===== src/rtl/spi_mem_pkg.sv =====
// Shared constants and FSM state type for the SPI flash/PSRAM controller.
package spi_mem_pkg;
   localparam logic [7:0] CMD_READ    = 8'h03;
   localparam logic [7:0] CMD_WRITE   = 8'h02;
   localparam int         ADDR_BITS   = 24;
   localparam logic [5:0] NBITS_SHORT = 6'd40;
   localparam logic [5:0] NBITS_LONG  = 6'd48;
   localparam logic [5:0] DATA_START  = 6'd32;

   typedef enum logic [1:0] {ST_IDLE, ST_CS_SETUP, ST_SHIFT, ST_CS_HOLD} state_t;
endpackage


===== src/rtl/spi_mem_if.sv =====
// Request/response bus between a requester and spi_mem_ctrl.
interface spi_mem_if;
   import spi_mem_pkg::*;
   logic                 req_valid_in;
   logic                 req_ready_out;
   logic                 req_sel_in;
   logic                 req_we_in;
   logic                 req_len2_in;
   logic [ADDR_BITS-1:0] req_addr_in;
   logic [7:0]           req_wdata_in;
   logic                 rsp_valid_out;
   logic [15:0]          rsp_rdata_out;

   modport master (output req_valid_in, req_sel_in, req_we_in, req_len2_in, req_addr_in,
                   req_wdata_in, input req_ready_out, rsp_valid_out, rsp_rdata_out);
   modport slave  (input req_valid_in, req_sel_in, req_we_in, req_len2_in, req_addr_in,
                   req_wdata_in, output req_ready_out, rsp_valid_out, rsp_rdata_out);
endinterface


===== src/rtl/spi_mem_sclk_gen.sv =====
// SCLK divider: DIV_HALF clocks per half period, one-cycle rise/fall/done strobes.
module spi_mem_sclk_gen #(
   parameter int DIV_HALF = 2
) (
   input  logic clk_in,
   input  logic rst_n_in,
   input  logic i_en,
   input  logic i_last,
   output logic o_rise,
   output logic o_fall,
   output logic o_done,
   output logic o_sclk
);
   localparam logic [7:0] DH_M1 = 8'(DIV_HALF - 1);

   logic [7:0] r_div;
   logic       r_sclk;
   logic       w_tick;

   assign w_tick = i_en && (r_div == 8'd0);
   // After the low half of the final bit, the rise is replaced by done.
   assign o_rise = w_tick && !r_sclk && !i_last;
   assign o_done = w_tick && !r_sclk && i_last;
   assign o_fall = w_tick && r_sclk;
   assign o_sclk = r_sclk;

   always_ff @(posedge clk_in or negedge rst_n_in) begin
      if (!rst_n_in) begin
         r_div  <= 8'd0;
         r_sclk <= 1'b0;
      end else if (!i_en) begin
         r_div  <= 8'd0;
         r_sclk <= 1'b0;
      end else if (w_tick) begin
         r_div <= DH_M1;
         if (o_rise)      r_sclk <= 1'b1;
         else if (o_fall) r_sclk <= 1'b0;
      end else begin
         r_div <= r_div - 8'd1;
      end
   end
endmodule


===== src/rtl/spi_mem_ctrl.sv =====
// SPI mode-0 controller for a flash and a PSRAM sharing SCLK/MOSI/MISO.
// Writes (cmd 02) exist only when SPI_MEM_WRITE_EN is defined.
module spi_mem_ctrl
   import spi_mem_pkg::*;
#(
   parameter int DIV_HALF = 2
) (
   input  logic      clk_in,
   input  logic      rst_n_in,
   spi_mem_if.slave  bus,
   output logic      sclk_out,
   output logic      flash_cs_n_out,
   output logic      psram_cs_n_out,
   output logic      mosi_out,
   input  logic      miso_in
);
   localparam logic [7:0] DH_M1 = 8'(DIV_HALF - 1);

   state_t      r_state, w_next;
   logic [5:0]  r_bitcnt, r_nbits;
   logic [47:0] r_tx;
   logic [15:0] r_rx, r_rdata;
   logic [7:0]  r_wcnt;
   logic [1:0]  r_cs_n;
   logic        r_we, r_rsp_valid;
   logic        w_accept, w_rise, w_fall, w_done, w_we;
   logic [7:0]  w_data_byte;

`ifdef SPI_MEM_WRITE_EN
   assign w_we        = bus.req_we_in;
   assign w_data_byte = bus.req_we_in ? bus.req_wdata_in : 8'h00;
`else
   logic w_unused;
   assign w_unused    = &{1'b0, bus.req_we_in, bus.req_wdata_in};
   assign w_we        = 1'b0;
   assign w_data_byte = 8'h00;
`endif

   assign w_accept          = bus.req_valid_in && (r_state == ST_IDLE);
   assign bus.req_ready_out = (r_state == ST_IDLE);
   assign bus.rsp_valid_out = r_rsp_valid;
   assign bus.rsp_rdata_out = r_rdata;
   assign mosi_out          = r_tx[47];
   assign flash_cs_n_out    = r_cs_n[0];
   assign psram_cs_n_out    = r_cs_n[1];

   spi_mem_sclk_gen #(.DIV_HALF(DIV_HALF)) u_sclk (
      .clk_in   (clk_in),
      .rst_n_in (rst_n_in),
      .i_en     (r_state == ST_SHIFT),
      .i_last   (r_bitcnt == r_nbits),
      .o_rise   (w_rise),
      .o_fall   (w_fall),
      .o_done   (w_done),
      .o_sclk   (sclk_out)
   );

   always_ff @(posedge clk_in or negedge rst_n_in) begin
      if (!rst_n_in) r_state <= ST_IDLE;
      else           r_state <= w_next;
   end

   always_comb begin
      w_next = r_state;
      unique case (r_state)
         ST_IDLE:     if (bus.req_valid_in) w_next = ST_CS_SETUP;
         ST_CS_SETUP: if (r_wcnt == 8'd0)   w_next = ST_SHIFT;
         ST_SHIFT:    if (w_done)           w_next = ST_CS_HOLD;
         ST_CS_HOLD:  if (r_wcnt == 8'd0)   w_next = ST_IDLE;
         default:                           w_next = ST_IDLE;
      endcase
   end

   always_ff @(posedge clk_in or negedge rst_n_in) begin
      if (!rst_n_in) begin
         r_tx        <= '0;
         r_rx        <= '0;
         r_rdata     <= '0;
         r_bitcnt    <= '0;
         r_nbits     <= '0;
         r_wcnt      <= '0;
         r_cs_n      <= 2'b11;
         r_we        <= 1'b0;
         r_rsp_valid <= 1'b0;
      end else begin
         r_rsp_valid <= 1'b0;
         if (w_accept) begin
            // Whole frame preloaded MSB first; zeros shift in behind it.
            r_tx     <= {(w_we ? CMD_WRITE : CMD_READ), bus.req_addr_in, w_data_byte, 8'h00};
            r_rx     <= '0;
            r_bitcnt <= '0;
            r_we     <= w_we;
            r_nbits  <= (!w_we && bus.req_len2_in) ? NBITS_LONG : NBITS_SHORT;
            r_cs_n   <= bus.req_sel_in ? 2'b01 : 2'b10;
            r_wcnt   <= DH_M1;
         end else if (r_wcnt != 8'd0) begin
            r_wcnt <= r_wcnt - 8'd1;
         end
         if (w_rise) begin
            r_bitcnt <= r_bitcnt + 6'd1;
            if (!r_we && r_bitcnt >= DATA_START) r_rx <= {r_rx[14:0], miso_in};
         end
         if (w_fall) r_tx <= {r_tx[46:0], 1'b0};
         if (w_done) begin
            r_cs_n      <= 2'b11;
            r_rsp_valid <= 1'b1;
            r_rdata     <= r_rx;
            r_tx        <= '0;
            r_wcnt      <= DH_M1;
         end
      end
   end
endmodule


===== src/flat_wrapper.sv =====
// flat-port wrapper written by rule: the top's interface ports become plain ports
module spi_mem_ctrl_flat import spi_mem_pkg::*;
#(
   parameter int DIV_HALF = 2
)
  (clk_in, rst_n_in, sclk_out, flash_cs_n_out, psram_cs_n_out, mosi_out, miso_in, bus_req_valid_in, bus_req_sel_in, bus_req_we_in, bus_req_len2_in, bus_req_addr_in, bus_req_wdata_in, bus_req_ready_out, bus_rsp_valid_out, bus_rsp_rdata_out);
  spi_mem_if bus_i ();
  input  logic clk_in;
  input  logic rst_n_in;
  output logic sclk_out;
  output logic flash_cs_n_out;
  output logic psram_cs_n_out;
  output logic mosi_out;
  input  logic miso_in;
  input wire logic [$bits(bus_i.req_valid_in)-1:0] bus_req_valid_in;
  input wire logic [$bits(bus_i.req_sel_in)-1:0] bus_req_sel_in;
  input wire logic [$bits(bus_i.req_we_in)-1:0] bus_req_we_in;
  input wire logic [$bits(bus_i.req_len2_in)-1:0] bus_req_len2_in;
  input wire logic [$bits(bus_i.req_addr_in)-1:0] bus_req_addr_in;
  input wire logic [$bits(bus_i.req_wdata_in)-1:0] bus_req_wdata_in;
  output wire logic [$bits(bus_i.req_ready_out)-1:0] bus_req_ready_out;
  output wire logic [$bits(bus_i.rsp_valid_out)-1:0] bus_rsp_valid_out;
  output wire logic [$bits(bus_i.rsp_rdata_out)-1:0] bus_rsp_rdata_out;
  assign bus_i.req_valid_in = bus_req_valid_in;
  assign bus_i.req_sel_in = bus_req_sel_in;
  assign bus_i.req_we_in = bus_req_we_in;
  assign bus_i.req_len2_in = bus_req_len2_in;
  assign bus_i.req_addr_in = bus_req_addr_in;
  assign bus_i.req_wdata_in = bus_req_wdata_in;
  assign bus_req_ready_out = bus_i.req_ready_out;
  assign bus_rsp_valid_out = bus_i.rsp_valid_out;
  assign bus_rsp_rdata_out = bus_i.rsp_rdata_out;
  spi_mem_ctrl #(.DIV_HALF(DIV_HALF)) u_core (.clk_in(clk_in), .rst_n_in(rst_n_in), .bus(bus_i), .sclk_out(sclk_out), .flash_cs_n_out(flash_cs_n_out), .psram_cs_n_out(psram_cs_n_out), .mosi_out(mosi_out), .miso_in(miso_in));
endmodule

===== config.mk =====
export PLATFORM = sky130hd
export DESIGN_NAME = spi_mem_ctrl_flat
export DESIGN_NICKNAME = d
export VERILOG_FILES = /design/src/rtl/spi_mem_pkg.sv /design/src/rtl/spi_mem_if.sv /design/src/rtl/spi_mem_sclk_gen.sv /design/src/rtl/spi_mem_ctrl.sv /design/src/flat_wrapper.sv
export SDC_FILE = /design/constraint.sdc
export NUM_CORES = 1
export LEC_CHECK = 0
export CORE_ASPECT_RATIO = 0.9
export CORE_MARGIN = 1.5
export CORE_UTILIZATION = 50
export DETAILED_ROUTE_END_ITERATION = 7
export GPL_ROUTABILITY_DRIVEN = 0
export HOLD_SLACK_MARGIN = 0.02
export PLACE_DENSITY = 0.74
export SLEW_MARGIN = 20
export SYNTH_ARGS = -nofsm -noshare
export SYNTH_HDL_FRONTEND = slang
export SYNTH_SLANG_ARGS = --single-unit

===== constraint.sdc =====
create_clock -name clk_in -period 4.3 [get_ports clk_in]
set_input_delay 0.86 -clock clk_in [delete_from_list [all_inputs] [get_ports clk_in]]
set_output_delay 0.86 -clock clk_in [all_outputs]
set_load 0.01 [all_outputs]

## Word-level counts from Yosys, hierarchy flattened

Index checks and enable logic that the tools add are counted.

| operators by class | value |
|---|---|
| equal/unequal tests | 10 |
| $add $sub $neg | 3 |
| reductions and logical operators | 18 |
| multiplexer cells | 27 |
| order comparisons | 1 |

Operator list:

| cell | count |
|---|---|
| two-way mux 48 bit | 3 |
| two-way mux 16 bit | 3 |
| two-way mux 8 bit | 5 |
| logical NOT 8 bit | 2 |
| subtractor 8 x 1 -> 8 bit, second input constant | 2 |
| two-way mux 2 bit | 7 |
| two-way mux 6 bit | 2 |
| != test 2 x 1 -> 1 bit, second input constant | 4 |
| case mux 2 bit (4 select lines) | 1 |
| nonzero test 8 bit | 1 |
| adder 6 x 1 -> 6 bit, second input constant | 1 |
| == test 6 bit | 1 |
| greater-or-equal comparator 6 bit, second input constant | 1 |
| logical AND 1 bit | 6 |
| nonzero test 3 bit | 2 |
| two-way mux 1 bit | 5 |
| two-way mux 5 bit | 1 |
| == test 2 bit, second input constant | 2 |
| AND reduction 4 bit | 1 |
| nonzero test 2 bit | 2 |
| != test 3 x 1 -> 1 bit, second input constant | 1 |
| == test 2 x 1 -> 1 bit, second input constant | 1 |
| logical NOT 1 bit | 2 |
| logical NOT 2 bit | 1 |
| 2 further kinds | 2 |

| storage, ports and cells | value |
|---|---|
| logic and storage cells | 70 |
| output and inout bits | 22 |
| bits in registers | 114 |
| input bits | 39 |

## Longest topological paths before layout

Gate-level depths: netlist of the first run.

| logic depth | value |
|---|---|
| depth in word-level cells | 7 |
| depth in mapped cells | 9 |
| gate-level depth less buffers | 6 |

## Cells and area by module

Synthesis of the first run repeated with hierarchy kept, for this count alone.

| second synthesis, totals | value |
|---|---|
| cells, all modules | 414 |
| area, all modules | 4,479.3 sq um |

Modules (own cells, without submodules):

| module | area each (sq um) | cells an instance | sequential area each (sq um) | times used |
|---|---|---|---|---|
| spi_mem_ctrl | 3,986.3 | 362 | 2,154.6 | 1 |
| spi_mem_sclk_gen | 493.0 | 52 | 225.2 | 1 |

## Worst setup path before layout of the first run

No wires, ideal clock.

| timing path | value |
|---|---|
| path kind | flip-flop to flip-flop |
| start point | register u_core.r_state[0] |
| end point | register u_core.r_rdata[10], in the netlist u_core.bus.rsp_rdata_out[10] |
| buffers on the path | 3 |
| clock period less this slack | 1,992 ps |
| data arrival time | 1,867 ps |
| data required time | 4,175 ps |
| stages on the path, launching flop included | 10 |
| setup time | 125 ps |
| path slack | 2,308 ps |
| cell sequence | dfrtp_1 inv_1 ha_1 clkbuf_2 and4bb_1 and3_4 and2_4 buf_6 buf_8 mux2_4 |

| on the way | value |
|---|---|
| longest elaborated chain between the ends | 4 |

Ends and longest elaborated chain:

| what | RTL line | RTL |
|---|---|---|
| start: declaration | spi_mem_ctrl.sv:19 | `state_t r_state, w_next;` |
| start signal: assignment | spi_mem_ctrl.sv:60 | `else r_state <= w_next;` |
| == test 2 bit | spi_mem_ctrl.sv:50 | `.i_en (r_state == ST_SHIFT),` |
| logical AND 1 bit | spi_mem_sclk_gen.sv:20 | `assign w_tick = i_en && (r_div == 8'd0);` |
| logical AND 1 bit (2 in a row) | spi_mem_sclk_gen.sv:23 | `assign o_done = w_tick && !r_sclk && i_last;` |
| end signal: assignment | spi_mem_ctrl.sv:107 | `r_rdata <= r_rx;` |
| end: declaration | spi_mem_ctrl.sv:22 | `logic [15:0] r_rx, r_rdata;` |

No other way between the ends.
A chain may end at the register's enable or synchronous reset.

## Worst setup path in the final report of the first run

| timing path | value |
|---|---|
| start point | register u_core.r_state[1] |
| end point | output port bus_req_ready_out |

| on the way | value |
|---|---|
| longest elaborated chain between the ends | 1 |

Ends and longest elaborated chain:

| what | RTL line | RTL |
|---|---|---|
| logical NOT 2 bit | spi_mem_ctrl.sv:40 | `assign bus.req_ready_out = (r_state == ST_IDLE);` |
| end: declaration | flat_wrapper.sv:21 | `output wire logic [$bits(bus_i.req_ready_out)-1:0] bus_req_ready_out;` |

No other way between the ends.

==> flow_summary_export.csv, run 1 <==
group,metric,value,unit
layout,layout_common_cells,"dfrtp_1, clkdlybuf4s50_1, nor2_1",
floorplan,die_width,104,µm
sta,setup-violations-final,0,
yosys,synthArstFlopShare,100,%
sta,min_period_over_period,64.4,%
clocking,clk_latency,0.36,ns
layout,fin_area,5330,µm²
global_route,grt_usage,18.3,%
worst_setup_path,crit_buf_inv,2,
detailed_routing,wirelength,8390,µm
worst_setup_path,worstPathRequired,3.44,ns
yosys,synth_edf_count,0,
placement,place_inst,560,
worst_setup_path,start_kind,"flip-flop",
detailed_routing,wl_per_cell,14.6,µm
clocking,post_cts_buffers,0,
layout,fin_util,61.3,%
layout,instances_no_fill,576,
yosys,synthCells,409,
yosys,yosys_warnings,0,
floorplan,io_pins,61,
yosys,seq_area_frac_synth,52.3,%
clocking,holdBufCountCts,0,
worst_setup_path,cp_cell_sequence,"inv_1 > ha_1 > clkdlybuf4s50_1",
floorplan,fp.dieH,93.5,µm
global_route,overflow,0,
worst_setup_path,crit_family,"buffers and inverters",
yosys,avgSynthCellArea,11.1,µm²
clocking,cts_tree,"yes",
sta,max_slew_margin,33.9,%
sta,setup-tns-final,0,ns
sta,min_period,2.77,ns
sta,rsz0062_at_grt,"false",
power,power_density,302,nW/µm²
global_route,grt_max_degree,72,
detailed_routing,via_count,3064,
layout,diodes,0,
yosys,synth_top_area_share,51.1,%
clocking,cts_buffer_depth,2,
sta,clock_skew,0.0115,ns
global_route,grt_pass1_wl,14200,µm
sta,whs,0.496,ns
yosys,synthesis.nets,458,
worst_setup_path,crit_slowest_cell,"clkdlybuf4s50_1",
floorplan,start_util,52.4,%
sta,max_freq,361,MHz
detailed_routing,dr.pass1.iters,4,
power,cellLeakagePower,2.72,nW
floorplan,coreArea,8690,µm²
worst_setup_path,crit_type,"flip-flop to output port",
worst_setup_path,path_max_fanout,9,
layout,areaGrowthSynthToFinish,17.1,%
floorplan,dieArea,9680,µm²
clocking,path_clk_slew,0.08,ns
run_status,outcome,"completed",
yosys,synth_ff_type,"dfrtp_1",
clocking,cts.htree.levels,3,
clocking,cts_made_buffers,9,
layout,nNetsFinal,501,
sta,worst_slew_pin_slew,0.985,ns
placement,io_buffers,51,
layout,final_common_cell,"dfrtp_1",
sta,maxSlewViolCount,0,
yosys,ys_types,51,
detailed_routing,initialDrtViolationCount,138,
clocking,clock_tree.root_cell,"clkbuf_8",
layout,drive_gt1_share,10.9,%
worst_setup_path,max_stage_delay,0.60,ns
global_route,antenna_found_initial,0,
floorplan,std_cell_rows,32,
clocking,cts_sinks,95,
worst_hold_path,hp-class,"flip-flop to flip-flop",
placement,dpl_cell_area,5110,µm²
power,peakVddDrop,0.000187,V
yosys,ys_ff_latch,95,
worst_setup_path,cp.arrival,1.91,ns
placement,hpwl,5530,µm
flow_run,maxCapViolCount,0,
yosys,synthTopCellsByArea,"dfrtp_1, mux2i_1, a211oi_1, mux2_4, nor2_1",
global_route,grt_pass1_vias,3016,
worst_setup_path,cp-end-kind,"output port",
detailed_routing,antenna_left,0,
yosys,synth_area,4550,µm²
yosys,synth_area_leader_cell,"dfrtp_1",
detailed_routing,viasPerCell,5.32,
clocking,cts_resized,0,
detailed_routing,drc,0,
sta,finalHoldViolations,0,
synthesized netlist by cell type (4+ instances only):
library cell	number
a31o_2	4
mux2_2	5
nand2b_1	8
nand2_1	32
nand3_1	7
o2bb2ai_1	6
xnor2_1	7
o21ai_0	5
mux2_4	12
mux2i_1	42
nor2_1	47
a211oi_1	30
clkbuf_1	9
a21oi_1	7
dfrtp_1	93
xor2_1	8
inv_1	25
ha_1	10
buf_2	5
worst reg2reg max path: stages (launching register included):
cell and delay [ns]:
dfrtp_1 0.43, inv_1 0.13, ha_1 0.33, nor4b_1 0.27, nand3_1 0.28, o21ai_1 0.85
nor2_1 0.14
per-layer routing:
layer  routed length (µm)  vias to the layer above  GRT usage (%)
li1                     -                     1505              -
met1                 3980                     1493           23.5
met2                 3900                       54           30.3
met3                  374                       12           5.09
met4                  133                        0           6.02
met5                    0                        -              0
final cells by class:
cell class              instances  area (µm²)
fillers                       755        3360
flip-flops and latches         95        2380
multi-input cells             267        1960
repair buffers                 54         531
well taps                     119         149
clock buffers                   9         124
clock inverters                 7        95.1
inverters                      25        93.8
path summary, 6_finish.rpt:
check                                       start                end  slack (ns)  cells past startpoint
worst max-delay path            u_core.r_state[1]  bus_req_ready_out        1.53                      3
worst min register to register  u_core.r_nbits[5]  u_core.r_nbits[5]        0.50                      1
worst max register to register  u_core.r_state[0]   u_core.r_wcnt[3]        1.71                      6
min in group asynchronous                rst_n_in   u_core.r_wcnt[0]        0.62                      1
worst min-delay path            u_core.r_nbits[5]  u_core.r_nbits[5]        0.50                      1
max in group asynchronous                rst_n_in  u_core.r_nbits[5]        2.81                      2
through the flow:
stage          setup slack (ns)  power (W)
2_1_floorplan              2.31   0.000931
3_3_place_gp               1.48   0.000978
3_5_place_dp               1.47   0.000980
6_report                   1.53    0.00161
4_1_cts                    1.52    0.00162
5_1_grt                    1.39    0.00166
power breakdown:
group / switching [W] / internal, W / total (W)
combinational: 0.0000268 / 0.0000287 / 0.0000555
clock: 0.000318 / 0.000329 / 0.000646
sequential: 0.00000571 / 0.000899 / 0.000905
state kept, by name, summed over array words and instances, names as in the netlist:
name	count
u_core.u_sclk.r_div	8
u_core.r_wcnt	8
u_core.r_cs_n	2
u_core.bus.rsp_valid_out	1
u_core.r_bitcnt	6
u_core.r_tx	32
u_core.r_rx	16
u_core.r_state	2
u_core.u_sclk.o_sclk	1
u_core.bus.rsp_rdata_out	16
u_core.r_nbits	3
cells by family after synthesis:
| family | after synthesis | share of synthesized area [%] |
|---|---|---|
| buffers and inverters | 47 | 4.78 |
| adder cells (fa/ha/maj) | 10 | 2.75 |
| flip-flops | 95 | 52.3 |
| XOR/XNOR | 15 | 2.89 |
| multiplexers | 59 | 14.4 |
| AO/OA/AOI/OAI | 64 | 10.2 |
| AND/OR/NAND/NOR | 119 | 12.7 |
Note: power is estimated with default switching activity, not from simulation.
==> inputs of run 2 (changes only) <==
==> constraint.sdc (replaced) <==
create_clock -name clk_in -period 2.7 [get_ports clk_in]
set_input_delay 0.54 -clock clk_in [delete_from_list [all_inputs] [get_ports clk_in]]
set_output_delay 0.54 -clock clk_in [all_outputs]
set_load 0.01 [all_outputs]
==> flow_summary_export.csv, run 2 (same netlist as run 1, synthesis figures left out) <==
group,metric,value,unit
detailed_routing,antenna_left,0,
sta,whs,0.0933,ns
sta,maxSlewViolCount,0,
sta,setup-tns-final,0,ns
layout,nNetsFinal,507,
layout,areaGrowthSynthToFinish,18.0,%
worst_setup_path,crit_end,"bus_req_ready_out",
clocking,clock_tree.root_cell,"clkbuf_8",
clocking,clk_latency,0.37,ns
clocking,holdBufCountCts,0,
detailed_routing,via_count,3083,
worst_setup_path,r2r-start,"u_core.r_state[0]",
sta,max_slew_margin,57.3,%
clocking,cts_tree,"yes",
layout,largest-register,"u_core.r_tx",
layout,largest_reg_flops,32,
floorplan,std_cell_rows,32,
sta,finalHoldViolations,0,
clocking,path_clk_slew,0.09,ns
worst_setup_path,cp.arrival,1.65,ns
placement,hpwl,5570,µm
worst_setup_path,cp-startpoint,"u_core.r_state[1]",
floorplan,start_util,52.4,%
layout,drive_gt1_share,12.1,%
clocking,cts.htree.levels,3,
global_route,overflow,0,
worst_setup_path,r2r_slack,0.52,ns
floorplan,dieArea,9680,µm²
global_route,grt_pass1_wl,14400,µm
detailed_routing,drc,0,
power,power_density,454,nW/µm²
floorplan,coreArea,8690,µm²
layout,layout_common_cells,"dfrtp_1, clkdlybuf4s50_1, nor2_1",
layout,fillCellCount,693,
run_status,outcome,"completed",
layout,final_common_cell,"dfrtp_1",
clocking,post_cts_buffers,0,
worst_setup_path,path_max_fanout,5,
power,cellLeakagePower,2.74,nW
placement,io_buffers,51,
flow_run,maxCapViolCount,0,
clocking,cts_made_buffers,9,
sta,setup-violations-final,0,
detailed_routing,viasPerCell,5.30,
global_route,antenna_found_initial,0,
worst_setup_path,reg2reg_to,"u_core.r_tx[30]",
global_route,grt_pass1_vias,3034,
detailed_routing,wirelength,8270,µm
clocking,cts_resized,0,
global_route,grt_usage,18.3,%
layout,diodes,0,
placement,place_inst,566,
sta,max_freq,457,MHz
global_route,grt_max_degree,57,
sta,worst_slew_pin_slew,0.634,ns
sta,clock_skew,0.0106,ns
worst_setup_path,cp-end-kind,"output port",
power,peakVddDrop,0.000290,V
detailed_routing,dr.pass1.iters,4,
worst_setup_path,crit_type,"flip-flop to output port",
floorplan,io_pins,61,
clocking,cts_buffer_depth,2,
sta,min_period_over_period,81.0,%
worst_setup_path,start_kind,"flip-flop",
detailed_routing,wl_per_cell,14.2,µm
floorplan,die_width,104,µm
detailed_routing,initialDrtViolationCount,170,
worst_hold_path,hp-class,"input port to asynchronous set/reset pin",
sta,rsz0062_at_grt,"false",
floorplan,fp.dieH,93.5,µm
worst_setup_path,worstPathRequired,2.16,ns
clocking,cts_sinks,95,
worst_setup_path,rr_worst_depth,7,
layout,instances_no_fill,582,
sta,min_period,2.19,ns
## run 2: cell count changes in the layout (fill, tap and decap cells not counted), sizes merged
cell,delta
buf,+6
bufinv,-2
clkinv,-1
clkinvlp,+1
inv,+2
## run 2: stage by stage
stage          total power, W  area, µm²  worst slack, ns  util (%)
2_1_floorplan         0.00148       4550            0.708         -
3_3_place_gp          0.00156       5180            0.530      59.6
3_5_place_dp          0.00156       5180            0.505      59.6
4_1_cts               0.00247       5370            0.499      61.8
5_1_grt               0.00255       5370            0.381      61.8
6_report              0.00244       5370            0.513      61.8
## run 2: routing by layer
metal	vias up	share of wire (%)	track usage, %
li1	1522	-	-
met1	1512	49	24.3
met2	42	47	30.2
met3	7	4.0	5.16
met4	0	0.83	4.17
met5	-	0	0
## run 2: worst min path at each step
| stage | cells past startpoint | slack (ns) | from | endpoint |
|---|---|---|---|---|
| global route | 1 | 0.09 | rst_n_in | u_core.r_wcnt[0] |
| finish | 1 | 0.09 | rst_n_in | u_core.r_wcnt[0] |
| CTS | 1 | 0.09 | rst_n_in | u_core.r_wcnt[0] |
| detailed placement | 1 | 0.47 | u_core.r_tx[44] | u_core.r_tx[45] |
| floorplan | 0 | 0.24 | rst_n_in | u_core.bus.rsp_rdata_out[0] |
| global placement | 1 | 0.47 | u_core.r_tx[44] | u_core.r_tx[45] |
## run 2: layout make-up
cell class / count / area, µm² / area share, %
Clock buffer: 9 / 124 / 2.31
Clock inverter: 7 / 66.3 / 1.24
Inverter: 25 / 93.8 / 1.75
Multi-Input combinational cell: 267 / 1960 / 36.4
Sequential cell: 95 / 2380 / 44.3
Tap cell: 119 / 149 / 2.77
Timing Repair Buffer: 60 / 601 / 11.2
## run 2: critical path, stage by stage, from the launching register on
cell and delay, ns:
dfrtp_1 0.44, inv_1 0.13, ha_1 0.19, clkdlybuf4s50_1 0.54
## run 2: report_power, final
part	switching, W	total [W]	internal, W	leakage, nW
registers	0.00000869	0.00144	0.00143	1.14
clock network	0.000548	0.000906	0.000357	0.0914
logic	0.0000437	0.0000926	0.0000488	1.51
total	0.000601	0.00244	0.00184	2.74
==> inputs of run 3 (changes only) <==
--- a/config.mk
+++ b/config.mk
@@ -11,7 +11,7 @@
 export DETAILED_ROUTE_END_ITERATION = 7
 export GPL_ROUTABILITY_DRIVEN = 0
 export HOLD_SLACK_MARGIN = 0.02
-export PLACE_DENSITY = 0.74
+export PLACE_DENSITY = 0.77
 export SLEW_MARGIN = 20
 export SYNTH_ARGS = -nofsm -noshare
 export SYNTH_HDL_FRONTEND = slang
==> constraint.sdc (replaced) <==
create_clock -name clk_in -period 2 [get_ports clk_in]
set_input_delay 0.4 -clock clk_in [delete_from_list [all_inputs] [get_ports clk_in]]
set_output_delay 0.4 -clock clk_in [all_outputs]
set_load 0.01 [all_outputs]
==> flow_summary_export.csv, run 3 (same netlist as run 1, synthesis figures left out) <==
group,metric,value,unit
layout,layout_common_cells,"dfrtp_1, clkdlybuf4s50_1, nor2_1",
detailed_routing,initialDrtViolationCount,111,
run_status,outcome,"completed",
worst_hold_path,hp-class,"flip-flop to flip-flop",
global_route,grt_pass1_wl,15000,µm
layout,final_common_cell,"dfrtp_1",
sta,whs,0.499,ns
clocking,cts.htree.levels,3,
layout,largest-register,"u_core.r_tx",
detailed_routing,dr.pass1.iters,4,
layout,diodes,0,
worst_setup_path,cp.arrival,2.16,ns
clocking,cts_tree,"yes",
sta,min_period,1.91,ns
global_route,grt_max_degree,57,
worst_setup_path,start_kind,"flip-flop",
global_route,antenna_found_initial,0,
sta,min_period_over_period,95.6,%
global_route,overflow,0,
sta,finalHoldViolations,0,
sta,max_slew_margin,61.0,%
floorplan,std_cell_rows,32,
sta,setup-violations-final,0,
power,cellLeakagePower,2.85,nW
detailed_routing,viasPerCell,5.30,
clocking,cts_made_buffers,9,
sta,rsz0062_at_grt,"false",
placement,io_buffers,51,
global_route,grt_usage,19.3,%
detailed_routing,wirelength,8730,µm
detailed_routing,via_count,3172,
layout,fin_area,5550,µm²
floorplan,start_util,52.4,%
sta,clock_skew,0.00933,ns
global_route,grt_pass1_vias,3130,
detailed_routing,drc,0,
flow_run,maxCapViolCount,0,
layout,areaGrowthSynthToFinish,21.9,%
clocking,clock_tree.root_cell,"clkbuf_8",
detailed_routing,antenna_left,0,
clocking,clk_latency,0.35,ns
worst_setup_path,worstPathRequired,2.25,ns
floorplan,dieArea,9680,µm²
layout,nNetsFinal,524,
sta,setup-tns-final,0,ns
floorplan,coreArea,8690,µm²
clocking,cts_sinks,95,
detailed_routing,wl_per_cell,14.6,µm
sta,max_freq,523,MHz
sta,maxSlewViolCount,0,
worst_setup_path,crit_type,"flip-flop to flip-flop",
floorplan,fp.dieH,93.5,µm
worst_setup_path,path_max_fanout,4,
placement,hpwl,5920,µm
layout,largest_reg_flops,32,
layout,fin_util,63.8,%
power,peakVddDrop,0.000350,V
clocking,cts_buffer_depth,2,
floorplan,die_width,104,µm
clocking,path_clk_slew,0.09,ns
placement,dpl_cell_area,5300,µm²
floorplan,io_pins,61,
layout,drive_gt1_share,15.4,%
power,power_density,585,nW/µm²
worst_setup_path,cp-end-kind,"flip-flop",
sta,worst_slew_pin_slew,0.579,ns
[run 3: worst max-delay path, cell delays in order (launching register included)]
cell and delay, ns:
dfrtp_1 0.44, inv_1 0.12, ha_1 0.19, or3b_2 0.50, o21ai_0 0.29, xor2_1 0.22
nor2_1 0.06
[run 3: worst paths after layout]
kind,from,endpoint,slack (ns),depth (start not counted)
min in group asynchronous,rst_n_in,u_core.r_tx[37],0.51,2
worst min-delay path,u_core.r_nbits[5],u_core.r_nbits[5],0.50,1
worst max-delay path,u_core.r_wcnt[0],u_core.r_wcnt[2],0.09,6
max in group asynchronous,rst_n_in,u_core.r_cs_n[0],0.85,3
worst min register to register,u_core.r_nbits[5],u_core.r_nbits[5],0.50,1
worst max register to register,u_core.r_wcnt[0],u_core.r_wcnt[2],0.09,6
[run 3: cell type report]
type / count / area [µm²]
repair buffers: 77 / 779
clock inverters: 6 / 43.8
well taps: 119 / 149
fillers: 719 / 3140
clock buffers: 10 / 138
inverters: 25 / 93.8
flip-flops and latches: 95 / 2380
multi-input cells: 267 / 1960
[run 3: stage by stage]
stage                     power [W]  setup slack (ns)  instances
after floorplan             0.00200           0.00797        409
after global placement      0.00211             0.103        579
after detailed placement    0.00212            0.0367        579
after CTS                   0.00328           0.00969        596
after global routing        0.00339           0.00343        599
final                       0.00324            0.0888        599
[run 3: power by group]
| group | leakage, nW | internal [W] | switching, W |
|---|---|---|---|
| sequential | 1.14 | 0.00193 | 0.0000125 |
| combinational | 1.62 | 0.0000685 | 0.0000604 |
| clock | 0.0930 | 0.000493 | 0.000677 |
[run 3: repair_timing]
action,CTS,global route
resized for setup,1,2
pin swaps,0,2
hold buffers,1,0
setup buffers,0,3
endpoints found under the setup margin,1,43
hold endpoints to repair,27,0
[run 3: layer usage]
metal,up-vias,part of all wire [%],global-route usage [%]
met5,-,0,0
met4,0,0.95,4.05
met3,8,4.3,5.64
met2,58,49,32.4
met1,1561,46,25.1
li1,1545,-,-
